### config.mk
export PLATFORM = sky130hd
export DESIGN_NAME = hazard_stall_sequencer
export DESIGN_NICKNAME = d
export VERILOG_FILES = /design/src/rtl/hazard_stall_sequencer.sv
export SDC_FILE = /design/constraint.sdc
export NUM_CORES = 1
export LEC_CHECK = 0
export BUFFER_PORTS_ARGS = -buffer_cell sky130_fd_sc_hd__buf_4
export CAP_MARGIN = 20
export CORE_ASPECT_RATIO = 0.8
export CORE_MARGIN = 3
export CORE_UTILIZATION = 50
export DETAILED_ROUTE_END_ITERATION = 8
export PLACE_DENSITY = 0.74
export SLEW_MARGIN = 0
export SYNTH_ARGS = -nofsm -noshare
export SYNTH_HDL_FRONTEND = slang
export SYNTH_SLANG_ARGS = --single-unit
export TNS_END_PERCENT = 50
### constraint.sdc
create_clock -name clk -period 3.95 [get_ports clk]
set_input_delay 0.5925 -clock clk [delete_from_list [all_inputs] [get_ports clk]]
set_output_delay 0.5925 -clock clk [all_outputs]
set_load 0.02 [all_outputs]
### src/rtl/hazard_stall_sequencer.sv
// Fetch/decode stall sequencer: decodes the opcode in decode and holds PC / IR for
// loads, jumps and HALT, with parameterised stall lengths and a saturating stall counter.
module hazard_stall_sequencer #(
  parameter int LD_STALL  = 1,
  parameter int JMP_STALL = 2,
  parameter int CNT_W     = 16
) (
  input  logic             clk,
  input  logic             reset,
  input  logic [5:0]       op,
  input  logic             resume,
  output logic             stall,
  output logic             stall_pm,
  output logic             halted,
  output logic             busy,
  output logic [CNT_W-1:0] stall_count
);

  typedef enum logic [1:0] {
    ST_RUN     = 2'd0,
    ST_STALL   = 2'd1,
    ST_RELEASE = 2'd2,
    ST_HALT    = 2'd3
  } state_e;

  localparam logic [5:0] OP_HLT   = 6'b010001;
  localparam logic [5:0] OP_LD    = 6'b010100;
  localparam logic [3:0] LD_INIT  = 4'(LD_STALL - 1);
  localparam logic [3:0] JMP_INIT = 4'(JMP_STALL - 1);

  state_e           state_q, state_d;
  logic [3:0]       cnt_q, cnt_d;
  logic             stall_pm_q;
  logic [CNT_W-1:0] count_q;

  logic is_hlt, is_ld, is_jmp;

  assign is_hlt = (op == OP_HLT);
  assign is_ld  = (op == OP_LD);
  assign is_jmp = (op[5] == 1'b0) && (op[4:2] == 3'b111);

  always_comb begin
    state_d = state_q;
    cnt_d   = cnt_q;
    stall   = 1'b0;
    case (state_q)
      ST_RUN: begin
        stall = is_hlt | is_ld | is_jmp;
        if (is_hlt) begin
          state_d = ST_HALT;
        end else if (is_ld) begin
          cnt_d   = LD_INIT;
          state_d = (LD_INIT != 4'd0) ? ST_STALL : ST_RELEASE;
        end else if (is_jmp) begin
          cnt_d   = JMP_INIT;
          state_d = (JMP_INIT != 4'd0) ? ST_STALL : ST_RELEASE;
        end
      end
      ST_STALL: begin
        stall = 1'b1;
        cnt_d = cnt_q - 4'd1;
        // <= 1 rather than == 1 so a corrupted zero count cannot wrap into a 15-cycle stall
        if (cnt_q <= 4'd1) state_d = ST_RELEASE;
      end
      ST_RELEASE: begin
        state_d = ST_RUN;
      end
      ST_HALT: begin
        stall = 1'b1;
        if (resume) state_d = ST_RELEASE;
      end
      default: begin
        state_d = ST_RUN;
      end
    endcase
    if (reset) stall = 1'b0;
  end

  always_ff @(posedge clk) begin
    if (reset) begin
      state_q    <= ST_RUN;
      cnt_q      <= 4'd0;
      stall_pm_q <= 1'b0;
      count_q    <= '0;
    end else begin
      state_q    <= state_d;
      cnt_q      <= cnt_d;
      stall_pm_q <= stall;
      if (stall && (count_q != {CNT_W{1'b1}})) count_q <= count_q + CNT_W'(1);
    end
  end

  assign stall_pm    = stall_pm_q;
  assign halted      = (state_q == ST_HALT);
  assign busy        = (state_q != ST_RUN);
  assign stall_count = count_q;

endmodule
==> flow_summary.yaml, run 1 <==
cts:
  insertion_delay_ps: 310
  clockBufferDepth: 2
  clkTransAtPathRegs_ps: 120
  cts_tree: "built"
  cts_resized: 0
  post-cts-setup-buffers: 0
  h-tree-depth: 1
  clock-sinks: 23
  postCtsHoldBufs: 0
  cts-root-buf: "clkbuf_4"
  cts_buffers: 3
synthesis:
  ys_async_sr_fraction_pct: 0
  synth_edf_count: 0
  synth_mux_area_share_pct: 2.379
  synth_top_family_by_area: "simple AND/OR/NAND/NOR gates"
  synth_fa_ha_area_share_pct: 2.745
  mappedNetlistNets: 171
  netlist_area_sq_um: 1368
  ys_seq_elements: 23
  synth_xor_area_share_pct: 0.6404
  synthFlopType: "dfxtp_1"
  synth_compound_gate_area_share_pct: 24.06
  synth_seq_area_share_pct: 33.67
  ys_types: 50
  yosysWarnings: 0
  synth_area_per_cell_sq_um: 8.601
  synth-simple-area-share_pct: 29.92
  syn_inst: 159
worst_setup_path:
  r2r_slack_ps: 1740
  critPathRequiredTime_ps: 3360
  cp_max_fo: 28
  cp_data_arrival_time_ps: 2250
  path_class: "primary input to output port"
  reg2regPathDepth: 5
  cp-end-kind: "output port"
  critPathLaunchType: "primary input"
timing:
  post-route-period-util_pct: 71.86
  rsz0062_at_grt: "no"
  layout_min_cycle_time_ps: 2839
  hold_viol: 0
  slew_viol_final: 0
  fin_skew_ps: 2.681
  max_freq_mhz: 352.3
  tns_ps: 0
  worst_slack_ps: 1111
  worst_slew_pin_slew_ps: 972.9
  finalSetupViolations: 0
  relSlewSlack_pct: 35.14
layout:
  drive_gt1_share_pct: 24.46
  area_delta_synth_final_pct: 17.47
  diodes: 0
  nets: 197
grt:
  antenna_found_initial: 0
  grt_first_pass_wirelength_microns: 4788
  first_global_vias: 1087
  track_usage_pct: 18.03
  grt_max_degree: 29
  grt_overflow: 0
floorplanning:
  start_util_pct: 54.22
  io_pins: 29
  fp.dieArea_sq_um: 3402
  die_x_microns: 64.47
  core_area_sq_um: 2522
  die_h_microns: 52.78
  rows: 16
place:
  portBuffers: 28
  gp_congestion: 0.7926
  dp_hpwl_microns: 2242
  place_ws_ps: 1120
power_and_ir_drop:
  leakagePower_nw: 0.6086
  power_mw: 0.4116
  peakVddDrop_mv: 0.1877
  powerDensity_nw_per_um2: 256.2
detailed_routing:
  viasPerCell: 5.918
  firstDrtPassIters: 4
  wl_microns: 2982
  detail-route-antenna-nets: 0
  routedWlPerCell_microns: 13.55
  routed-via-count: 1302
  drc: 0
  drt-initial-drc-count: 69
flow_run:
  drv_cap: 0
min_path:
  hold_path.class: "flop to flop"
  min_path_cells: 2
status:
  status: "finished clean"
final cells by class:
cell class,instances,area (sq um)
fillers,227,915.9
clock buffers,4,26.28
inverters,9,33.78
multi-input cells,119,823.3
repair buffers,29,217.7
well taps,36,45.04
flip-flops and latches,23,460.4
cell usage after synthesis (all sizes together), types with 2 or more instances:
cell,n,share of area (%)
dfxtp,23,34
buf,8,4.1
inv,9,2.5
nand2,8,2.2
nand4,3,1.4
nor2,9,2.5
nand3,7,3.5
and2,3,1.4
o21ai,10,3.7
nor4,3,1.4
mux2,2,1.6
o31ai,2,2.1
nand2b,3,1.4
or4,4,2.2
nor3,3,1.1
nor2b,7,3.2
ha,3,2.7
a31oi,3,1.4
and3,2,1.1
nand3b,2,1.1
o41ai,5,4.8
o311ai,5,3.2
or3,8,3.8
a21oi,12,4.7
worst max-delay path: stages:
cell,delay (ps)
buf_4,130
and4b_1,210
and2_1,180
o31ai_4,780
inv_2,140
buf_4,210
kinds of logic after synthesis:
logic type | count (synthesis)
adder cells (fa/ha/maj) | 3
buffers and inverters | 17
XOR/XNOR | 1
AO/OA/AOI/OAI | 44
flip-flops | 23
multiplexers | 3
AND/OR/NAND/NOR | 68
placed cells by master (no fill, tap or decap), types with 3 or more instances in the layout:
cell	synthesis	final
o311ai_1	3	3
nand3_1	6	6
nor2_1	9	9
clkbuf_4	0	3
or4_1	4	4
nand2b_1	3	3
a31oi_1	3	3
o41ai_2	3	3
dfxtp_1	23	23
o21ai_0	10	10
nand4_1	3	3
nor3_1	3	3
or3_1	6	6
a21oi_1	11	11
and2_1	3	3
nor2b_1	7	7
nand2_1	8	8
ha_1	3	3
inv_1	8	8
buf_4	2	29
state kept, by name (all words and copies together), names as in the netlist:
signal / cells
stall_count: 16
stall_pm: 1
state_q: 2
cnt_q: 4
metal layers:
layer	GRT usage (%)	vias up	part of all wire, %
met2	29.79	46	46
met3	4.936	2	6.1
met4	4.561	0	0.47
met1	23.32	598	47
met5	0	-	0
li1	-	656	-
metrics by stage:
stage	utilization, %	instances	hold slack [ps]	cell area [sq um]
final	63.69	220	513.4	1607
after global routing	63.69	220	524.4	1607
after CTS	63.69	220	516.5	1607
after detailed placement	62.65	216	497.0	1580
after global placement	62.65	216	467.1	1580
after floorplan	-	159	457.3	1368
report_power, final:
part | switching [mW] | internal, mW | leakage, nW
logic | 0.0320 | 0.0244 | 0.408
clock network | 0.0715 | 0.0395 | 0.0150
registers | 0.00679 | 0.237 | 0.186
total | 0.110 | 0.301 | 0.609
final timing paths:
path | to | start
worst min-delay path | cnt_q[3] | cnt_q[3]
worst max register to register | stall_count[8] | state_q[1]
worst max-delay path | stall | op[3]
worst min register to register | cnt_q[3] | cnt_q[3]
(Power assumes the default switching activity.)
==> inputs of run 2 (changes only) <==
==> constraint.sdc (replaced) <==
create_clock -name clk -period 2.8 [get_ports clk]
set_input_delay 0.42 -clock clk [delete_from_list [all_inputs] [get_ports clk]]
set_output_delay 0.42 -clock clk [all_outputs]
set_load 0.02 [all_outputs]
==> run 2 against run 1 <==
Compared with the run above: worst hold slack worse by 150 ps; non-clock buffer count up 1; global-route usage up 0.33 points; register-to-register slack worse by 1100 ps; sequential power up 41%; critical path type is now flop to output port; critical endpoint unchanged; largest cell class unchanged; largest power group unchanged.
==> flow_summary.yaml, run 2 (synthesis results as in run 1) <==
cts:
  clock-sinks: 23
  cts-root-buf: "clkbuf_4"
  post-cts-setup-buffers: 0
  clkTransAtPathRegs_ps: 130
  insertion_delay_ps: 320
  cts_tree: "built"
  postCtsHoldBufs: 0
  h-tree-depth: 1
  cts_buffers: 3
  clockBufferDepth: 2
  cts_resized: 0
timing:
  tns_ps: 0
  relSlewSlack_pct: 58.12
  finalSetupViolations: 0
  worst_slew_pin_slew_ps: 628.1
  post-route-period-util_pct: 82.22
  hold_viol: 0
  max_freq_mhz: 434.4
  hold_ws_ps: 361.1
  slew_viol_final: 0
  rsz0062_at_grt: "no"
  layout_min_cycle_time_ps: 2302
  fin_skew_ps: 5.252
power_and_ir_drop:
  power_frac_comb_pct: 13.8
  clkPwrFrac_pct: 27.4
  peakVddDrop_mv: 0.3123
  power_mw: 0.5856
  swShare_pct: 27.63
  p_int_mw: 0.4238
  leakagePower_nw: 0.6156
  power_switching_mw: 0.1618
  powerDensity_nw_per_um2: 362.6
  power.share.sequential_pct: 58.9
layout:
  final_common_cell: "buf_4"
  final_area_sq_um: 1615
  largest_register_ffs: 16
  nets: 198
  area_delta_synth_final_pct: 18.12
  drive_gt1_share_pct: 25.41
  layout_common_cells: "buf_4, dfxtp_1, a21oi_1"
  diodes: 0
  post_layout_nonfiller_instances: 221
floorplanning:
  start_util_pct: 54.22
  fp.dieArea_sq_um: 3402
  die_x_microns: 64.47
  core_area_sq_um: 2522
  io_pins: 29
  die_h_microns: 52.78
  rows: 16
min_path:
  hold_path.class: "primary input to flop"
place:
  dpl_cell_area_sq_um: 1588
  dp_hpwl_microns: 2233
  gp_congestion: 0.8189
  portBuffers: 28
  placed_cells: 217
grt:
  grt_overflow: 0
  antenna_found_initial: 0
  track_usage_pct: 18.36
  grt_max_degree: 18
  grt_first_pass_wirelength_microns: 4988
  first_global_vias: 1135
worst_setup_path:
  cp_max_fo: 17
  critPathLaunchType: "flop"
  cp-end-kind: "output port"
  cp_data_arrival_time_ps: 1880
  path_class: "flop to output port"
  critPathRequiredTime_ps: 2380
detailed_routing:
  detail-route-antenna-nets: 0
  routed-via-count: 1281
  wl_microns: 2983
  routedWlPerCell_microns: 13.50
  firstDrtPassIters: 4
  viasPerCell: 5.796
  drt-initial-drc-count: 70
  drc: 0
flow_run:
  drv_cap: 0
status:
  status: "finished clean"
-- run 2: worst paths after layout --
path               from              to  cells past startpoint  slack (ps)
min reg2reg    cnt_q[3]        cnt_q[3]                      2         500
min              resume      state_q[0]                      3         360
max reg2reg  state_q[1]  stall_count[4]                      6         660
max          state_q[1]           stall                      5         500
-- run 2: layer usage --
| layer | share of wire (%) | GRT usage [%] | vias up |
|---|---|---|---|
| met5 | 0 | 0 | - |
| met4 | 0.13 | 3.860 | 0 |
| met3 | 6.2 | 4.936 | 2 |
| met2 | 43 | 30.82 | 37 |
| met1 | 50 | 23.74 | 592 |
| li1 | - | - | 650 |
-- run 2: power by group through the flow --
stage / combinational, mW / sequential, mW / clock (mW)
2_1_floorplan: 0.0564 / 0.350 / 0
3_3_place_gp: 0.0780 / 0.351 / 0
3_5_place_dp: 0.0810 / 0.352 / 0
4_1_cts: 0.0809 / 0.345 / 0.166
5_1_grt: 0.0903 / 0.346 / 0.176
6_report: 0.0807 / 0.345 / 0.160
-- run 2: critical path, cell delays in order, from the launching register on --
cell and delay (ps):
dfxtp_1 450, inv_1 90, and2_1 170, o31ai_4 530, inv_2 130, buf_4 190
-- run 2: area by class of cell --
type,count,area (sq um)
clock buffers,3,22.52
clock inverters,1,5.005
fillers,246,907.1
inverters,9,33.78
multi-input cells,119,823.3
flip-flops and latches,23,460.4
well taps,36,45.04
repair buffers,30,225.2
-- run 2: metrics by stage --
stage,setup WS (ps),util [%]
after floorplan,838.1,-
after global placement,580.3,62.95
after detailed placement,538.9,62.95
after CTS,497.9,64.04
after global routing,340.5,64.04
final,497.9,64.04
==> inputs of run 3 (changes only) <==
--- a/config.mk
+++ b/config.mk
@@ -5,13 +5,14 @@
 export SDC_FILE = /design/constraint.sdc
 export NUM_CORES = 1
 export LEC_CHECK = 0
+export ABC_AREA = 1
 export BUFFER_PORTS_ARGS = -buffer_cell sky130_fd_sc_hd__buf_4
 export CAP_MARGIN = 20
 export CORE_ASPECT_RATIO = 0.8
 export CORE_MARGIN = 3
-export CORE_UTILIZATION = 50
+export CORE_UTILIZATION = 49
 export DETAILED_ROUTE_END_ITERATION = 8
-export PLACE_DENSITY = 0.74
+export PLACE_DENSITY = 0.75
 export SLEW_MARGIN = 0
 export SYNTH_ARGS = -nofsm -noshare
 export SYNTH_HDL_FRONTEND = slang
==> constraint.sdc (replaced) <==
create_clock -name clk -period 2.1 [get_ports clk]
set_input_delay 0.315 -clock clk [delete_from_list [all_inputs] [get_ports clk]]
set_output_delay 0.315 -clock clk [all_outputs]
set_load 0.02 [all_outputs]
==> run 3 against run 2 <==
Compared with the run above: first-iteration DRC count rose by 19%; synthesized area increased by 3.9%; utilization rose by 1.3 points; count of clock-buffer cells in the layout grew 1; global-route usage is 1.5 points higher; cell count rose by 31%; power rose by 33%; sequential power rose by 32%; clock skew rose by 2.6 ps.
==> flow_summary.yaml, run 3 <==
status:
  status: "finished clean"
worst_setup_path:
  r2r_start: "stall_count[1]"
  critPathLaunchType: "flop"
  r2r-end: "stall_count[10]"
  cp_max_fo: 16
  critPathRequiredTime_ps: 2350
  reg2regPathDepth: 9
  cp-end-kind: "flop"
  cp_data_arrival_time_ps: 1940
  crit_start: "stall_count[1]"
  r2r_slack_ps: 410
  path_class: "flop to flop"
power_and_ir_drop:
  powerDensity_nw_per_um2: 458.7
  leakagePower_nw: 0.7372
  power_mw: 0.7805
  peakVddDrop_mv: 0.3662
synthesis:
  synthFlopType: "dfxtp_1"
  syn_inst: 224
  mappedNetlistNets: 236
  yosysMostFrequentCell: "nand2_1"
  synth_area_per_cell_sq_um: 6.345
  synth_top_cell_area_share_pct: 32.39
  yosys.area.top_type: "dfxtp_1"
  yosysWarnings: 0
  synth_top_cells_by_area: "dfxtp_1, nand2_1, nand4_1, a21oi_1, inv_1"
  ys_types: 28
  netlist_area_sq_um: 1421
  ys_seq_elements: 23
  synth_edf_count: 0
  synth_commonest_cells: "nand2_1, inv_1, nor2_1"
  synth_seq_area_share_pct: 32.39
  ys_async_sr_fraction_pct: 0
layout:
  area_delta_synth_final_pct: 19.72
  fillers: 250
  diodes: 0
  drive_gt1_share_pct: 16.54
  nets: 267
  multiInputGateArea_sq_um: 817.0
  final_common_cell: "nand2_1"
  largest_register_ffs: 16
  layout_common_cells: "nand2_1, buf_4, inv_1"
  seqCellArea_sq_um: 460.4
  final_area_sq_um: 1702
floorplanning:
  die_h_microns: 54.17
  start_util_pct: 54.62
  rows: 16
  core_area_sq_um: 2603
  fp.dieArea_sq_um: 3587
  die_x_microns: 66.22
  io_pins: 29
timing:
  finalSetupViolations: 0
  tns_ps: 0
  fin_skew_ps: 7.804
  worst_slew_pin_slew_ps: 332.1
  slew_viol_final: 0
  post-route-period-util_pct: 80.51
  relSlewSlack_pct: 77.84
  max_freq_mhz: 591.5
  hold_viol: 0
  rsz0062_at_grt: "no"
  layout_min_cycle_time_ps: 1691
detailed_routing:
  drt-initial-drc-count: 83
  routedWlPerCell_microns: 11.68
  viasPerCell: 5.103
  drc: 0
  firstDrtPassIters: 4
  wl_microns: 3387
  detail-route-antenna-nets: 0
  routed-via-count: 1480
cts:
  insertion_delay_ps: 320
  post-cts-setup-buffers: 0
  cts_buffers: 3
  cts_resized: 0
  cts_tree: "built"
  h-tree-depth: 1
  clkTransAtPathRegs_ps: 130
  clockBufferDepth: 2
  cts-root-buf: "clkbuf_4"
  postCtsHoldBufs: 0
  clock-sinks: 23
grt:
  grt_first_pass_wirelength_microns: 5499
  antenna_found_initial: 0
  grt_max_degree: 22
  track_usage_pct: 19.83
  grt_overflow: 0
  first_global_vias: 1238
place:
  gp_congestion: 0.8418
  portBuffers: 28
  dpl_cell_area_sq_um: 1675
  dp_hpwl_microns: 2460
flow_run:
  drv_cap: 0
min_path:
  hold_path.class: "primary input to flop"
  min_path_cells: 3
  min_to: "state_q[1]"
  min_from: "resume"
## run 3: changes by cell type after synthesis, sizes merged, moves of 7 or more
cell | previous run | this run
nor2 | 9 | 27
or3 | 8 | 0
inv | 9 | 29
nand2 | 8 | 62
nand4 | 3 | 22
a21oi | 12 | 21
nor2b | 7 | 0
## run 3: stage by stage
step / setup slack (ps) / util, % / hold WS, ps / std cells
2_1_floorplan: 373.4 / - / 437.7 / 224
3_3_place_gp: 401.5 / 64.38 / 456.1 / 286
3_5_place_dp: 388.7 / 64.38 / 456.0 / 286
4_1_cts: 392.5 / 65.38 / 271.8 / 290
5_1_grt: 182.8 / 65.38 / 263.8 / 290
6_report: 409.3 / 65.38 / 272.0 / 290
## run 3: final cells by class
class / count / area share [%]
clock buffers: 4 / 1.544
inverters: 30 / 6.618
multi-input cells: 165 / 48.01
flip-flops and latches: 23 / 27.06
well taps: 36 / 2.647
repair buffers: 32 / 14.12
## run 3: kinds of logic after synthesis
logic type | synth area share [%]
AO/OA/AOI/OAI | 12.15
XOR/XNOR | 3.697
adder cells (fa/ha/maj) | 2.641
buffers and inverters | 10.12
flip-flops | 32.39
AND/OR/NAND/NOR | 39.00
## run 3: how the worst max path moves through the flow
stage                            to  slack [ps]  cells past startpoint
global route        stall_count[15]         180                      9
global placement     stall_count[0]         400                     11
CTS                  stall_count[2]         390                      9
finish              stall_count[10]         410                      9
detailed placement   stall_count[0]         390                     11
floorplan            stall_count[7]         370                     10
## run 3: report_power, final
group / switching, mW / internal [mW] / leakage [nW]
combinational: 0.0741 / 0.0432 / 0.536
clock: 0.135 / 0.0743 / 0.0150
sequential: 0.00712 / 0.447 / 0.186
## run 3: layer usage
layer	track usage [%]	part of all wire [%]
met1	28.20	52
met2	31.30	41
met3	5.010	6.2
met4	2.027	0.53
met5	0	0
## run 3: worst max-delay path, stage by stage, from the launching register on
cell,delay (ps)
dfxtp_1,420
ha_1,230
nand2_2,80
nor2_1,100
nand2_1,80
nor2_2,130
nand4_2,110
nand3_2,270
nand2_1,90
a21oi_1,130
